==> src/rtl/clock_disp_pkg.sv <==
`default_nettype none
// ============================================================================
// clock_disp_pkg : segment codes, digit positions and decode helper for the
//                  HH:MM:SS scan display.                       Revision: 1.0
// ============================================================================
package clock_disp_pkg;

  localparam int NUM_DIGITS = 6;

  // Segment order {g,f,e,d,c,b,a}, active-high
  localparam logic [6:0] SEG_0     = 7'h3F;
  localparam logic [6:0] SEG_1     = 7'h06;
  localparam logic [6:0] SEG_2     = 7'h5B;
  localparam logic [6:0] SEG_3     = 7'h4F;
  localparam logic [6:0] SEG_4     = 7'h66;
  localparam logic [6:0] SEG_5     = 7'h6D;
  localparam logic [6:0] SEG_6     = 7'h7D;
  localparam logic [6:0] SEG_7     = 7'h07;
  localparam logic [6:0] SEG_8     = 7'h7F;
  localparam logic [6:0] SEG_9     = 7'h6F;
  localparam logic [6:0] SEG_DASH  = 7'h40;
  localparam logic [6:0] SEG_BLANK = 7'h00;

  localparam logic [2:0] DIG_SEC_ONES = 3'd0;
  localparam logic [2:0] DIG_SEC_TENS = 3'd1;
  localparam logic [2:0] DIG_MIN_ONES = 3'd2;
  localparam logic [2:0] DIG_MIN_TENS = 3'd3;
  localparam logic [2:0] DIG_HR_ONES  = 3'd4;
  localparam logic [2:0] DIG_HR_TENS  = 3'd5;

  function automatic logic [6:0] seg_decode(input logic [3:0] d);
    logic [6:0] s;
    case (d)
      4'd0:    s = SEG_0;
      4'd1:    s = SEG_1;
      4'd2:    s = SEG_2;
      4'd3:    s = SEG_3;
      4'd4:    s = SEG_4;
      4'd5:    s = SEG_5;
      4'd6:    s = SEG_6;
      4'd7:    s = SEG_7;
      4'd8:    s = SEG_8;
      4'd9:    s = SEG_9;
      default: s = SEG_BLANK;
    endcase
    return s;
  endfunction

endpackage
`default_nettype wire

==> src/rtl/clock_bin2bcd.sv <==
`default_nettype none
// ============================================================================
// clock_bin2bcd : 6-bit binary to two BCD digits with 0..59 range flag.
//                                                               Revision: 1.0
// ============================================================================
module clock_bin2bcd (
  input  logic [5:0] v,
  output logic [3:0] tens,
  output logic [3:0] ones,
  output logic       valid
);

  // Compare chain instead of a divider; the input never exceeds 63
  always_comb begin
    tens = 4'd0;
    ones = 4'(v);
    if (v >= 6'd60) begin
      tens = 4'd6;
      ones = 4'(v - 6'd60);
    end else if (v >= 6'd50) begin
      tens = 4'd5;
      ones = 4'(v - 6'd50);
    end else if (v >= 6'd40) begin
      tens = 4'd4;
      ones = 4'(v - 6'd40);
    end else if (v >= 6'd30) begin
      tens = 4'd3;
      ones = 4'(v - 6'd30);
    end else if (v >= 6'd20) begin
      tens = 4'd2;
      ones = 4'(v - 6'd20);
    end else if (v >= 6'd10) begin
      tens = 4'd1;
      ones = 4'(v - 6'd10);
    end
    valid = (v <= 6'd59);
  end

endmodule
`default_nettype wire

==> src/rtl/clock_display_scan.sv <==
`default_nettype none
// ============================================================================
// clock_display_scan : snapshots HH:MM:SS once per frame and scans it onto a
//                      6-digit multiplexed seven-segment display. Revision: 1.0
// ============================================================================
module clock_display_scan
  import clock_disp_pkg::*;
#(
  parameter int SCAN_DIV = 50000
) (
  input  logic       clock,
  input  logic       reset,
  input  logic [5:0] SECOND,
  input  logic [5:0] MINUTE,
  input  logic [3:0] HOUR,
  output logic [6:0] seg,
  output logic       dp,
  output logic [5:0] an,
  output logic       frame
);

  localparam int PW = (SCAN_DIV > 1) ? $clog2(SCAN_DIV) : 1;
  localparam logic [PW-1:0] c_presc_max = PW'(SCAN_DIV - 1);

  logic [PW-1:0] r_presc;
  logic [2:0]    r_digit_idx;
  logic          r_started;
  logic [5:0]    r_snap_sec;
  logic [5:0]    r_snap_min;
  logic [3:0]    r_snap_hr;
  logic [6:0]    r_seg;
  logic [5:0]    r_an;
  logic          r_dp;
  logic          r_frame;

  logic          w_tick;
  logic          w_frame_start;
  logic [3:0]    w_sec_tens, w_sec_ones, w_min_tens, w_min_ones;
  logic [3:0]    w_hr_tens, w_hr_ones;
  logic          w_sec_valid, w_min_valid, w_hr_valid;
  logic [6:0]    w_seg;
  logic [5:0]    w_an;
  logic          w_dp;

  assign w_tick        = (r_presc == c_presc_max);
  assign w_frame_start = w_tick && (r_digit_idx == DIG_HR_TENS);

  clock_bin2bcd u_sec (.v(r_snap_sec), .tens(w_sec_tens), .ones(w_sec_ones), .valid(w_sec_valid));
  clock_bin2bcd u_min (.v(r_snap_min), .tens(w_min_tens), .ones(w_min_ones), .valid(w_min_valid));
  clock_bin2bcd u_hr  (.v({2'b00, r_snap_hr}), .tens(w_hr_tens), .ones(w_hr_ones), .valid(w_hr_valid));

  always_comb begin
    w_seg = SEG_BLANK;
    w_dp  = 1'b0;
    w_an  = NUM_DIGITS'(1) << r_digit_idx;
    case (r_digit_idx)
      DIG_SEC_ONES: w_seg = w_sec_valid ? seg_decode(w_sec_ones) : SEG_DASH;
      DIG_SEC_TENS: w_seg = w_sec_valid ? seg_decode(w_sec_tens) : SEG_DASH;
      DIG_MIN_ONES: begin
        w_seg = w_min_valid ? seg_decode(w_min_ones) : SEG_DASH;
        w_dp  = ~r_snap_sec[0];
      end
      DIG_MIN_TENS: w_seg = w_min_valid ? seg_decode(w_min_tens) : SEG_DASH;
      DIG_HR_ONES: begin
        w_seg = w_hr_valid ? seg_decode(w_hr_ones) : SEG_DASH;
        w_dp  = ~r_snap_sec[0];
      end
      DIG_HR_TENS: begin
        // Leading hour zero stays dark while its digit slot is still scanned
        if (!w_hr_valid)
          w_seg = SEG_DASH;
        else if (w_hr_tens == 4'd0)
          w_seg = SEG_BLANK;
        else
          w_seg = seg_decode(w_hr_tens);
      end
      default: w_an = '0;
    endcase
  end

  always_ff @(posedge clock or negedge reset) begin
    if (!reset) begin
      r_presc     <= '0;
      r_digit_idx <= DIG_HR_TENS;
      r_started   <= 1'b0;
      r_snap_sec  <= '0;
      r_snap_min  <= '0;
      r_snap_hr   <= '0;
      r_seg       <= '0;
      r_an        <= '0;
      r_dp        <= 1'b0;
      r_frame     <= 1'b0;
    end else begin
      r_presc <= w_tick ? '0 : r_presc + PW'(1);
      if (w_tick) begin
        r_digit_idx <= (r_digit_idx == DIG_HR_TENS) ? DIG_SEC_ONES : r_digit_idx + 3'd1;
        r_started   <= 1'b1;
      end
      if (w_frame_start) begin
        r_snap_sec <= SECOND;
        r_snap_min <= MINUTE;
        r_snap_hr  <= HOUR;
      end
      r_frame <= w_frame_start;
      // Display stays dark until the first tick has selected digit 0
      r_seg   <= r_started ? w_seg : '0;
      r_an    <= r_started ? w_an  : '0;
      r_dp    <= r_started ? w_dp  : 1'b0;
    end
  end

  assign seg   = r_seg;
  assign an    = r_an;
  assign dp    = r_dp;
  assign frame = r_frame;

endmodule
`default_nettype wire
==> config.mk <==
export PLATFORM = sky130hd
export DESIGN_NAME = clock_display_scan
export DESIGN_NICKNAME = d
export VERILOG_FILES = /design/src/rtl/clock_disp_pkg.sv /design/src/rtl/clock_bin2bcd.sv /design/src/rtl/clock_display_scan.sv
export SDC_FILE = /design/constraint.sdc
export NUM_CORES = 1
export LEC_CHECK = 0
export CAP_MARGIN = 10
export CORE_ASPECT_RATIO = 2
export CORE_UTILIZATION = 59
export CTS_CLUSTER_SIZE = 10
export DETAILED_ROUTE_END_ITERATION = 8
export PLACE_DENSITY = 0.81
export SETUP_SLACK_MARGIN = 0.5
export SLEW_MARGIN = 15
export SYNTH_ARGS = -nofsm -noshare
export SYNTH_HDL_FRONTEND = slang
export SYNTH_SLANG_ARGS = --single-unit
==> constraint.sdc <==
create_clock -name clock -period 5.2 [get_ports clock]
set_clock_uncertainty 0.05 [all_clocks]
set_input_delay 1.04 -clock clock [delete_from_list [all_inputs] [get_ports clock]]
set_output_delay 1.04 -clock clock [all_outputs]
set_load 0.02 [all_outputs]
# Word-level counts from Yosys, hierarchy flattened
# Memories as Yosys holds them, arrays and structs flattened.
# Cells that the tools add are included.
[classes]
addsub = 20
n_lt_le_gt_ge = 21
eq_ne = 6
shift = 1
n_mux = 51
bitwise_logic = 1
n_reduce_logical = 5
[ops]
columns = ["op", "count"]
rows = [
  ["two-way mux 4 bit", 33],
  ["two-way mux 7 bit", 8],
  ["subtractor 4 bit, second input constant", 11],
  ["one-hot mux 7 bit (6 select lines)", 1],
  [">= comparator 6 bit, second input constant", 6],
  [">= comparator 6 x 5 -> 1 bit, second input constant", 4],
  ["subtractor 4 x 3 -> 4 bit, second input constant", 5],
  [">= comparator 4 x 6 -> 1 bit, second input constant", 3],
  ["adder 16 x 1 -> 16 bit, second input constant", 1],
  ["== test 16 bit, second input constant", 1],
  ["two-way mux 16 bit", 1],
  [">= comparator 6 x 4 -> 1 bit, second input constant", 2],
  ["<= comparator 6 bit, second input constant", 2],
  ["two-way mux 6 bit", 2],
  [">= comparator 4 x 5 -> 1 bit, second input constant", 2],
  ["subtractor 4 x 2 -> 4 bit, second input constant", 2],
  ["== test 3 x 2 -> 1 bit, second input constant", 2],
  ["== test 3 bit, second input constant", 2],
  ["<= comparator 4 x 6 -> 1 bit, second input constant", 1],
  ["OR reduction 6 bit", 1],
  ["<< shifter 1 x 3 -> 6 bit, first input constant", 1],
  ["two-way mux 1 bit", 5],
  [">= comparator 4 bit, second input constant", 1],
  ["logical NOT 4 bit", 1],
  ["other kinds (7)", 7],
]
[totals]
register_bits = 51
romBits = 672
word_cells = 121
mem_count = 6
[memory_table]
columns = ["memory", "words", "word_bits", "rd", "rd_clocked_by_memory_dff", "write_ports", "line_no", "text"]
rows = [
  ["(name not given)", 16, 7, 1, 0, 0, "clock_disp_pkg.sv:33", "case (d)"],
  ["(name not given)", 16, 7, 1, 0, 0, "clock_disp_pkg.sv:33", ""],
  ["(name not given)", 16, 7, 1, 0, 0, "clock_disp_pkg.sv:33", ""],
  ["(name not given)", 16, 7, 1, 0, 0, "clock_disp_pkg.sv:33", ""],
  ["(name not given)", 16, 7, 1, 0, 0, "clock_disp_pkg.sv:33", ""],
  ["(name not given)", 16, 7, 1, 0, 0, "clock_disp_pkg.sv:33", ""],
]

# Depth between registers and ports, before layout
# Gate-level depths: netlist of the first run.
[logic_depth]
word_depth = 12
mapped_depth = 15

# By module
# A second synthesis of the first run with hierarchy kept.
[unflattened]
hier_cells = 557
hier_area_um2 = 4874.7
[by_module_without_submodules]
columns = ["mod", "instances", "cells_each", "area_per_inst_um2", "seq_area_each_um2"]
rows = [
  ["clock_display_scan", 1, 353, 3301.9, 1278.7],
  ["clock_bin2bcd", 3, 68, 524.3, 0.0],
]

# Worst setup path before layout of the first run
# OpenSTA, ideal clock, no wires.
[synth_path]
path_type = "register -> register"
startpoint = "reg r_snap_min[2]"
endpoint = "reg r_seg[4] (netlist: seg[4])"
arrival_time_ns = 2.703
required_ns = 5.008
path_slack_ns = 2.305
stages_incl_launch_ff = 12
synth_period_minus_slack_ns = 2.895
path_cell_list = "dfrtp_1 inv_1 ha_1 a2111oi_4 nand2_1 a2111oi_0 a211oi_2 ha_1 inv_1 o22ai_1 a2111oi_0 a21oi_1"
[synth_via]
elab_chain_cells = 11
[synth_rtl]
columns = ["item", "line_no", "text"]
rows = [
  ["from (decl)", "clock_display_scan.sv:29", "logic [5:0] r_snap_min;"],
  ["from (signal assigned)", "clock_display_scan.sv:87", "r_snap_min <= '0;"],
  ["from (signal assigned)", "clock_display_scan.sv:101", "r_snap_min <= MINUTE;"],
  [">= comparator 6 x 4 -> 1 bit / subtractor 4 bit (equally long branches)", "clock_bin2bcd.sv:32, clock_bin2bcd.sv:34", ""],
  ["two-way mux 1 bit / two-way mux 4 bit (equally long branches)", "clock_bin2bcd.sv:32", "end else if (v >= 6'd10) begin"],
  ["two-way mux 4 bit", "clock_bin2bcd.sv:29", "end else if (v >= 6'd20) begin"],
  ["two-way mux 4 bit", "clock_bin2bcd.sv:26", "end else if (v >= 6'd30) begin"],
  ["two-way mux 4 bit", "clock_bin2bcd.sv:23", "end else if (v >= 6'd40) begin"],
  ["two-way mux 4 bit", "clock_bin2bcd.sv:20", "end else if (v >= 6'd50) begin"],
  ["two-way mux 4 bit", "clock_bin2bcd.sv:17", "if (v >= 6'd60) begin"],
  ["memory (16 x 7 bit)", "--", ""],
  ["two-way mux 7 bit, on equally long branches", "clock_display_scan.sv:63, clock_display_scan.sv:60", ""],
  ["one-hot mux 7 bit (6 select lines) (*)", "clock_display_scan.sv:56", "case (r_digit_idx)"],
  ["two-way mux 7 bit (*)", "clock_display_scan.sv:106", "r_seg <= r_started ? w_seg : '0;"],
  ["to (signal assigned)", "clock_display_scan.sv:106", ""],
  ["to (decl)", "clock_display_scan.sv:31", "logic [6:0] r_seg;"],
]
# Mark *: on every way between the ends. The rest lies on a longest branch, timed or not.
# A chain may end at the register's enable or synchronous reset.

# Final worst setup path of the first run
# Same ends and word-level chain as after synthesis.

==> key figures, run 1 <==
Floorplan
  – Number of top-level pins: 33
  – Die X: 60.69 µm
  – Rows: 42
  – Initial core utilization: 61.38%
  – Die Y: 119.4 µm
  – Core area: 0.006621 mm²
  – Die ar.: 0.007244 mm²

Timing
  – RSZ-0062 raised after global routing: no
  – Max Clk Rate: 258.8 MHz
  – Hold_ws: 0.4029 ns
  – Tmin final: 3.864 ns
  – Fin Setup TNS: 0 ns
  – Setup violators final: 0
  – Fin crit share: 74.31%
  – Least-Margin Pin Slew: 1.090 ns
  – Rel. slew slack: 27.28%
  – Fin. Hold Viols: 0
  – Final slew viol count: 0

Logic synthesis
  – Ys Warns: 0
  – FFs w/ async S/R, synth: 100.0%
  – Post-synthesis cell type count: 76
  – Avg Cell Area, Syn: 8.610 µm²
  – Post-Synthesis Cell Area: 0.004064 mm²
  – Synth Instances: 472
  – Seq/Total Area, Yosys: 31.47%
  – Net Count, Synth: 534
  – Synth Flop Type: dfrtp_1
  – Post-synth EDFFs: 0
  – Synthesized flop and latch total: 51

Route
  – DRT iter0 DRCs: 222
  – Total wire length: 10.82 mm
  – DRC viols: 0
  – Post-DRT Antenna Nets: 0
  – Post-DR wirelength/cell: 18.58 µm
  – Drt pass-1 iters: 5
  – DR vias/cell: 6.308
  – Via count: 3,671

Power and ir drop
  – PD cells: 165.6 mW/mm²
  – Worst VDD drop: 225.7 µV
  – Leak: 1.975 nW

Setup path
  – Crit-path max cell delay: 0.74 ns
  – Endpoint type of the worst setup path: register
  – End of the worst register-to-register path: seg[4]
  – Slowest-stage cell, CP: a2111oi_0
  – Worst setup endpoint: seg[4]
  – Reg-to-reg slack, setup: 1.34 ns
  – RR Startpoint: r_snap_min[2]
  – Critical path type: register to register
  – Arrival time at the worst endpoint: 3.96 ns
  – Data required, critical path: 5.30 ns
  – Cells along the critical path: inv_1, ha_1, a2111oi_4, nand2_1, a2111oi_0, a211oi_2, ha_1, inv_1, o22ai_1, a2111oi_0, a21oi_1
  – R2r worst-path depth: 11
  – Critical Path Start: r_snap_min[2]
  – Crit-path max FO: 7
  – CP startpoint kind: register

Layout
  – Fin nets: 555
  – Area of the multi-input gates: 0.002590 mm²
  – Storage cell area: 0.001279 mm²
  – Most frequent cells in the layout: nand2_1 (73), dfrtp_1 (49), ha_1 (44)
  – Design area: 0.004558 mm²
  – Share of cells above drive strength 1: 7.490%
  – Non-filler instance count after layout: 582
  – Commonest non-fill, non-tap cell in the layout: nand2_1
  – Ant diodes: 0
  – Synth-to-Final Area Change: 12.16%
  – Layout fillers: 587

Job
  – # Max-Cap Violations: 0

Outcome
  – Run status: complete, no violations

Clock network
  – Clk sinks: 51
  – Clock Tree Root: clkbuf_16
  – Htree depth: 2
  – Post-cts hold buffer count: 0
  – TritonCTS clock tree: yes
  – Worst-path clk slew: 0.07 ns
  – Clk Latency, worst-skew pair: 0.30 ns
  – Num CTS Buffers: 5
  – Post-CTS setup buffers: 0
  – Clock Path Buffers: 2
  – Resized Gates After CTS: 0

Global routing
  – Grt ovf: 0
  – Total GRT Usage: 33.23%
  – Via count of the first global-routing pass: 3,722
  – Pin count of the biggest net entering global routing: 52
  – Initial antenna violation count: 0
  – Global-route wire length before repair: 17.89 mm

Hold path
  – Worst Hold Launch: r_presc[0]
  – Hold crit path type: register to register

Placement
  – IO Port Bufs: 32
  – DPL Wire Length: 8.196 mm
  – Dpl cells: 574
  – GP Congestion: 1.067
  – DP Area: 0.004407 mm²
-- worst min path at each step --
| stage | to | depth (start not counted) |
|---|---|---|
| after floorplan | r_presc[0] | 1 |
| after global placement | r_presc[0] | 1 |
| after detailed placement | r_presc[0] | 1 |
| after CTS | r_presc[0] | 1 |
| after global routing | r_presc[0] | 1 |
| final | r_presc[0] | 1 |
-- final cells by class --
type / count / share of cell area, %
multi-input combinational: 374 / 56.82
sequential: 51 / 28.05
timing repair buffer: 33 / 7.082
clock buffer: 5 / 2.745
tap: 88 / 2.416
inverter: 28 / 2.306
clock inverter: 3 / 0.5764
-- kinds of logic (layout without fill, tap and decap cells) --
| kind of cell | after synthesis | in the layout | synth area share, % |
|---|---|---|---|
| simple gates | 185 | 185 | 22.66 |
| compound gates | 125 | 125 | 22.57 |
| flops | 51 | 51 | 31.47 |
| buf+inv | 47 | 69 | 4.864 |
| fa+ha+maj | 44 | 44 | 13.55 |
| xor+xnor | 17 | 17 | 4.126 |
| mux | 3 | 3 | 0.7697 |
-- through the flow --
stage / power, mW / utilization (%) / worst slack [ns]
global placement: 0.4246 / 66.55 / 1.536
detailed placement: 0.4249 / 66.55 / 1.528
global route: 0.7761 / 68.84 / 1.094
floorplan: 0.4044 / - / 2.305
finish: 0.7547 / 68.84 / 1.336
CTS: 0.7622 / 68.84 / 1.505
-- layer usage --
layer,GRT usage [%],vias to the layer above,share of wire (%)
met4,22.16,0,6.2
met5,0,-,0
li1,-,1736,-
met3,4.777,48,3.1
met2,58.79,127,55
met1,33.76,1760,35
-- worst max-delay path: cells and delay by family, from the launching register on --
family	cells	cell delay, ns
flip-flops	1	0.54
buffers and inverters	2	0.30
adder cells (fa/ha/maj)	2	0.56
AND/OR/NAND/NOR	1	0.18
AO/OA/AOI/OAI	6	2.10
-- registers in the layout (all words and copies together) (netlist names) --
signal and cells:
an 6, dp 1, frame 1, r_digit_idx 3, r_presc 16, r_snap_hr 4
r_snap_min 6, r_snap_sec 6, r_started 1, seg 7
-- cell usage after synthesis (3+ instances only) --
| cell | count | area (µm²) |
|---|---|---|
| nand2_1 | 73 | 274.0 |
| dfrtp_1 | 49 | 1226 |
| ha_1 | 44 | 550.5 |
| nor2_1 | 32 | 120.1 |
| inv_1 | 28 | 105.1 |
| a21oi_1 | 25 | 125.1 |
| o21ai_0 | 21 | 105.1 |
| nand3_1 | 15 | 75.07 |
| a31oi_1 | 11 | 68.82 |
| and3_1 | 11 | 68.82 |
| clkbuf_1 | 11 | 41.29 |
| xnor2_1 | 11 | 96.34 |
| nor3_1 | 9 | 45.04 |
| nor2b_1 | 7 | 43.79 |
| o211ai_1 | 5 | 37.54 |
| o21a_1 | 5 | 37.54 |
| o31ai_1 | 5 | 37.54 |
| xor2_1 | 5 | 43.79 |
| a2111oi_0 | 4 | 35.03 |
| buf_2 | 4 | 20.02 |
| nand3b_1 | 4 | 30.03 |
| nand4b_1 | 4 | 35.03 |
| or3_1 | 4 | 25.02 |
| a211o_1 | 3 | 26.28 |
| a211oi_1 | 3 | 22.52 |
| a21bo_2 | 3 | 30.03 |
| a21o_1 | 3 | 22.52 |
| a311o_1 | 3 | 30.03 |
| a31o_2 | 3 | 26.28 |
| nand2b_1 | 3 | 18.77 |
| nor3b_1 | 3 | 22.52 |
| nor4b_1 | 3 | 26.28 |
| nor4bb_1 | 3 | 30.03 |
| o22ai_1 | 3 | 18.77 |
-- where the power goes --
part | total [mW] | internal [mW] | switching (mW)
registers | 0.396 | 0.396 | 0
clock network | 0.338 | 0.183 | 0.155
logic | 0.0202 | 0.0112 | 0.00891
(Power assumes the default switching activity.)
==> run 2, diff against run 1 <==
- CORE_UTILIZATION: 59 -> 54
- PLACE_DENSITY: 0.81 -> 0.78
- clock period: 5.2 -> 3.26 ns (I/O delays scaled with it)
==> run 2 against run 1 <==
Against the previous run: cell count is 7.0% higher; register-to-register slack worse by 0.95 ns; sequential share of layout area is 3.0 points lower; sequential power is 60% higher; utilization is 2.1 points higher; die area is 9.0% higher; total power is 64% higher; critical endpoint is now seg[5]; largest cell class unchanged.
==> key figures, run 2 (synthesis results as in run 1) <==
Outcome
  – Run status: complete, no violations (unchanged)

Floorplan
  – Die ar.: 0.007898 mm² (was 0.007244 mm²)
  – Die Y: 124.7 µm (was 119.4 µm)
  – Initial core utilization: 55.92% (was 61.38%)
  – Die X: 63.34 µm (was 60.69 µm)
  – Rows: 44 (was 42)
  – Number of top-level pins: 33 (unchanged)
  – Core area: 0.007267 mm² (was 0.006621 mm²)

Timing
  – Final worst setup slack: 0.3863 ns (was 1.336 ns)
  – Least-Margin Pin Slew: 0.7127 ns (was 1.090 ns)
  – Tmin final: 2.874 ns (was 3.864 ns)
  – Fin crit share: 88.15% (was 74.31%)
  – Fin. Hold Viols: 0 (unchanged)
  – Rel. slew slack: 52.17% (was 27.28%)
  – RSZ-0062 raised after global routing: yes (was no)
  – Final slew viol count: 0 (unchanged)
  – Setup violators final: 0 (unchanged)
  – Max Clk Rate: 348.0 MHz (was 258.8 MHz)

Hold path
  – Hold crit path type: input port to async pin (was register to register)

Setup path
  – Arrival time at the worst endpoint: 3.03 ns (was 3.96 ns)
  – Endpoint type of the worst setup path: register (unchanged)
  – Cells along the critical path: ha_2, nor4bb_4, or3_4, o21ai_4, o211a_4, xnor2_4, o41a_1, a311o_1, a41oi_2 (was inv_1, ha_1, a2111oi_4, nand2_1, a2111oi_0, a211oi_2, ha_1, inv_1, o22ai_1, a2111oi_0, a21oi_1)
  – Delay-heaviest family, CP: compound AO/OA/AOI/OAI gates (unchanged)
  – Critical path type: register to register (unchanged)
  – Reg-to-reg slack, setup: 0.39 ns (was 1.34 ns)
  – End of the worst register-to-register path: seg[5] (was seg[4])
  – Crit-path max FO: 5 (was 7)
  – Data required, critical path: 3.42 ns (was 5.30 ns)
  – WP buf/inv: 0 (was 2)
  – R2r worst-path depth: 9 (was 11)
  – Crit-path max cell delay: 0.47 ns (was 0.74 ns)
  – Slowest-stage cell, CP: dfrtp_2 (was a2111oi_0)
  – CP startpoint kind: register (unchanged)
  – RR Startpoint: r_snap_sec[2] (was r_snap_min[2])

Placement
  – DP Area: 0.004546 mm² (was 0.004407 mm²)
  – IO Port Bufs: 32 (unchanged)
  – GP Congestion: 0.9970 (was 1.067)
  – Pre-CTS WS: -0.007065 ns (was 1.528 ns)
  – DPL Wire Length: 8.508 mm (was 8.196 mm)

Route
  – DRT iter0 DRCs: 243 (was 222)
  – Post-DR wirelength/cell: 18.57 µm (was 18.58 µm)
  – Via count: 3,793 (was 3,671)
  – DRC viols: 0 (unchanged)
  – DR vias/cell: 6.088 (was 6.308)
  – Drt pass-1 iters: 5 (unchanged)
  – Post-DRT Antenna Nets: 0 (unchanged)
  – Total wire length: 11.57 mm (was 10.82 mm)

Clock network
  – Worst-path clk slew: 0.08 ns (was 0.07 ns)
  – Clock Path Buffers: 2 (unchanged)
  – Num CTS Buffers: 5 (unchanged)
  – Htree depth: 2 (unchanged)
  – Post-cts hold buffer count: 0 (unchanged)
  – Clk sinks: 51 (unchanged)
  – TritonCTS clock tree: yes (unchanged)
  – Clk Latency, worst-skew pair: 0.30 ns (about the same)
  – Clock Tree Root: clkbuf_16 (unchanged)

Global routing
  – Total GRT Usage: 30.90% (was 33.23%)
  – Pin count of the biggest net entering global routing: 52 (unchanged)
  – Via count of the first global-routing pass: 3,990 (was 3,722)
  – Initial antenna violation count: 0 (unchanged)
  – Grt ovf: 0 (unchanged)
  – Global-route wire length before repair: 18.95 mm (was 17.89 mm)

Layout
  – Most frequent cells in the layout: nand2_1 (71), dfrtp_1 (41), ha_1 (36) (was nand2_1 (73), dfrtp_1 (49), ha_1 (44))
  – Fin nets: 592 (was 555)
  – Share of cells above drive strength 1: 21.85% (was 7.490%)
  – Biggest register: r_presc (unchanged)
  – Design area: 0.005152 mm² (was 0.004558 mm²)
  – Max FFs per register: 16 (unchanged)
  – Synth-to-Final Area Change: 26.79% (was 12.16%)
  – Commonest non-fill, non-tap cell in the layout: nand2_1 (unchanged)
  – Ant diodes: 0 (unchanged)

Power and ir drop
  – PD cells: 240.0 mW/mm² (was 165.6 mW/mm²)
  – Worst VDD drop: 326.3 µV (was 225.7 µV)
  – Leak: 2.212 nW (was 1.975 nW)

Job
  – # Max-Cap Violations: 0 (unchanged)
run 2: changes by cell type in the layout (fill, tap and decap cells not counted), sizes merged:
cell	previous run	this run
buf	2	39
run 2: metrics by stage:
step / hold WS, ns / power, mW / setup TNS, ns / util [%] / cells
finish: 0.4119 / 1.237 / 0 / 70.90 / 623
global route: 0.4395 / 1.271 / 0 / 70.90 / 623
CTS: 0.4247 / 1.250 / 0 / 69.71 / 619
detailed placement: 0.4136 / 0.6781 / -0.007065 / 62.55 / 590
global placement: 0.3876 / 0.6776 / 0 / 62.55 / 590
floorplan: 0.3064 / 0.6450 / 0 / - / 472
run 2: how the worst max path moves through the flow:
stage / startpoint / endpoint / slack [ns] / depth (start not counted)
2_1_floorplan: r_snap_min[2] / seg[4] / 0.50 / 10
3_3_place_gp: r_snap_sec[2] / seg[2] / 0.02 / 10
3_5_place_dp: r_snap_sec[2] / seg[2] / -0.007 / 10
4_1_cts: r_snap_sec[3] / seg[5] / 0.41 / 10
5_1_grt: r_snap_sec[2] / seg[5] / 0.31 / 10
6_report: r_snap_sec[2] / seg[5] / 0.39 / 9
run 2: cell type report:
type                       count  area, µm²
sequential                    51       1289
tap                           92      115.1
fill                         579       2115
inverter                      28      112.6
clock inverter                 3      33.78
multi-input combinational    374       2856
timing repair buffer          70      620.6
clock buffer                   5      125.1
run 2: routing by layer:
metal  global-route usage (%)  wire, µm
met1                    29.59      4101
met2                    56.95      6393
met3                    4.304       346
met4                    22.99       727
met5                        0         0
run 2: report_power, final:
group | switching (mW) | internal, mW | total [mW]
Clock | 0.274 | 0.298 | 0.572
Sequential | 0 | 0.632 | 0.632
Combinational | 0.0147 | 0.0179 | 0.0327
run 2: what timing repair did:
item | 4_1_cts | 5_1_grt
gates resized for setup | 48 | 11
pin swaps | 24 | 1
setup buffers | 21 | 4
endpoints found under the setup margin | 7 | 7
==> run 3, diff against run 2 <==
- CORE_MARGIN: default -> 1.5
- REMOVE_ABC_BUFFERS: default -> 1
==> run 3 against run 2 <==
Against the previous run: cell area increased by 3.8%; critical path depth rose by 4; via count grew 5.6%; largest cell class unchanged; total power rose by 1.9%; critical endpoint is now seg[4].
==> key figures, run 3 (synthesis results as in run 1) <==
Layout
  – Commonest non-fill, non-tap cell in the layout: nand2_1 (unchanged)
  – Area of the multi-input gates: 0.002889 mm² (was 0.002856 mm²)
  – Share of cells above drive strength 1: 26.00% (was 21.85%)
  – Ant diodes: 0 (unchanged)
  – Max FFs per register: 16 (unchanged)
  – Storage cell area: 0.001285 mm² (was 0.001289 mm²)
  – Biggest register: r_presc (unchanged)
  – Synth-to-Final Area Change: 31.59% (was 26.79%)
  – Fin nets: 612 (was 592)
  – Layout fillers: 539 (was 579)
  – Most frequent cells in the layout: nand2_1 (71), buf_4 (51), dfrtp_1 (44) (was nand2_1 (71), dfrtp_1 (41), ha_1 (36))

Timing
  – Fin Setup TNS: 0 ns (unchanged)
  – Tmin final: 2.867 ns (was 2.874 ns)
  – RSZ-0062 raised after global routing: yes (unchanged)
  – Least-Margin Pin Slew: 0.7265 ns (was 0.7127 ns)
  – Setup violators final: 0 (unchanged)
  – Rel. slew slack: 51.57% (was 52.17%)
  – Max Clk Rate: 348.8 MHz (was 348.0 MHz)
  – Final worst setup slack: 0.3927 ns (was 0.3863 ns)
  – Fin. Hold Viols: 0 (unchanged)
  – Fin crit share: 87.95% (was 88.15%)
  – Final slew viol count: 0 (unchanged)

Route
  – DRC viols: 0 (unchanged)
  – Total wire length: 12.00 mm (was 11.57 mm)
  – DRT iter0 DRCs: 197 (was 243)
  – Drt pass-1 iters: 5 (unchanged)
  – Post-DRT Antenna Nets: 0 (unchanged)
  – Post-DR wirelength/cell: 18.69 µm (was 18.57 µm)
  – DR vias/cell: 6.237 (was 6.088)
  – Via count: 4,004 (was 3,793)

Outcome
  – Run status: complete, no violations (unchanged)

Floorplan
  – Rows: 44 (unchanged)
  – Die ar.: 0.008087 mm² (was 0.007898 mm²)
  – Die X: 64.34 µm (was 63.34 µm)
  – Core area: 0.007267 mm² (unchanged)
  – Initial core utilization: 55.92% (unchanged)
  – Die Y: 125.7 µm (was 124.7 µm)
  – Number of top-level pins: 33 (unchanged)

Power and ir drop
  – PD cells: 235.7 mW/mm² (was 240.0 mW/mm²)
  – Leak: 2.315 nW (was 2.212 nW)
  – Worst VDD drop: 247.8 µV (was 326.3 µV)

Clock network
  – TritonCTS clock tree: yes (unchanged)
  – Worst-path clk slew: 0.07 ns (was 0.08 ns)
  – Num CTS Buffers: 5 (unchanged)
  – Clock Tree Root: clkbuf_16 (unchanged)
  – Clock Path Buffers: 2 (unchanged)
  – Clk sinks: 51 (unchanged)
  – Clk Latency, worst-skew pair: 0.30 ns (about the same)
  – Post-cts hold buffer count: 0 (unchanged)
  – Htree depth: 2 (unchanged)

Placement
  – DPL Wire Length: 8.268 mm (was 8.508 mm)
  – GP Congestion: 0.8979 (was 0.9970)
  – Pre-CTS WS: 0.1370 ns (was -0.007065 ns)
  – IO Port Bufs: 32 (unchanged)

Setup path
  – CP most frequent cell: a2111oi_4
  – Slowest-stage cell, CP: a2111oi_2 (was dfrtp_2)
  – Endpoint type of the worst setup path: register (unchanged)
  – Delay-heaviest family, CP: compound AO/OA/AOI/OAI gates (unchanged)
  – CP startpoint kind: register (unchanged)
  – WP buf/inv: 4 (was 0)
  – Critical path type: register to register (unchanged)
  – Crit-path max cell delay: 0.39 ns (was 0.47 ns)
  – Cells along the critical path: inv_2, buf_6, ha_4, a2111oi_4, nand2_2, a2111oi_4, a211oi_2, buf_4, ha_1, inv_1, o22ai_1, a2111oi_2, a21oi_1 (was ha_2, nor4bb_4, or3_4, o21ai_4, o211a_4, xnor2_4, o41a_1, a311o_1, a41oi_2)
  – Arrival time at the worst endpoint: 2.97 ns (was 3.03 ns)
  – Crit-path max FO: 5 (unchanged)
  – Data required, critical path: 3.36 ns (was 3.42 ns)

Global routing
  – Grt ovf: 0 (unchanged)
  – Pin count of the biggest net entering global routing: 32 (was 52)
  – Initial antenna violation count: 0 (unchanged)
  – Global-route wire length before repair: 19.37 mm (was 18.95 mm)
  – Via count of the first global-routing pass: 4,103 (was 3,990)
  – Total GRT Usage: 30.48% (was 30.90%)

Job
  – # Max-Cap Violations: 0 (unchanged)

Hold path
  – Hold crit path type: input port to async pin (unchanged)
[run 3: cell count changes in the layout (fill, tap and decap cells not counted), moves of 2 or more]
cell	before	now
buf_4	33	51
buf_6	3	6
dfrtp_1	41	44
dfrtp_2	8	5
ha_1	36	30
ha_4	4	9
inv_2	3	5
inv_6	2	0
[run 3: final timing paths]
| check | depth (start not counted) | slack, ns | endpoint | start |
|---|---|---|---|---|
| setup / recovery | 13 | 0.39 | seg[4] | r_snap_min[2] |
| hold / removal | 1 | 0.36 | seg[2] | reset |
| setup reg to reg | 13 | 0.39 | seg[4] | r_snap_min[2] |
| hold reg to reg | 1 | 0.41 | r_presc[0] | r_presc[0] |
| max in group asynchronous | 2 | 2.05 | r_snap_hr[0] | reset |
| min in group clock | 1 | 0.41 | r_presc[0] | r_presc[0] |
[run 3: worst reg2reg max path, cell delays in order (launching register included)]
cell	delay [ns]
dfrtp_1	0.38
inv_2	0.06
buf_6	0.12
ha_4	0.17
a2111oi_4	0.35
nand2_2	0.15
a2111oi_4	0.32
a211oi_2	0.09
buf_4	0.17
ha_1	0.18
inv_1	0.09
o22ai_1	0.09
a2111oi_2	0.39
a21oi_1	0.11
[run 3: repair_timing]
| action | in CTS | in global routing |
|---|---|---|
| resized for setup | 60 | 17 |
| endpoints found under the setup margin | 7 | 7 |
| pin swaps | 29 | 11 |
| setup buffers | 29 | 6 |
[run 3: through the flow]
step	utilization, %	hold slack, ns	area, µm²	std cells	power, mW
finish	73.59	0.3601	5348	642	1.260
global route	73.59	0.4292	5348	642	1.293
CTS	71.90	0.3860	5225	636	1.271
detailed placement	62.98	0.4067	4577	600	0.6784
global placement	62.98	0.3904	4577	600	0.6777
floorplan	-	0.3064	3971	453	0.6450
[run 3: per-layer routing]
metal	vias to the layer above	GRT usage [%]	routed length (µm)
li1	1855	-	-
met1	1921	30.70	4071
met4	0	22.40	932
met3	70	3.482	392
met2	158	55.58	6604
met5	-	0	0
[run 3: cell type report]
type / instances / area share (%)
multi-input cells: 374 / 54.02
well taps: 92 / 2.153
repair buffers: 90 / 14.69
clock buffers: 5 / 2.340
inverters: 28 / 2.059
clock inverters: 2 / 0.7019
flip-flops and latches: 51 / 24.03
[run 3: report_power, final]
group	internal, mW	switching [mW]
Sequential	0.633	0
Combinational	0.0179	0.0148
Clock	0.358	0.237
Total	1.01	0.252
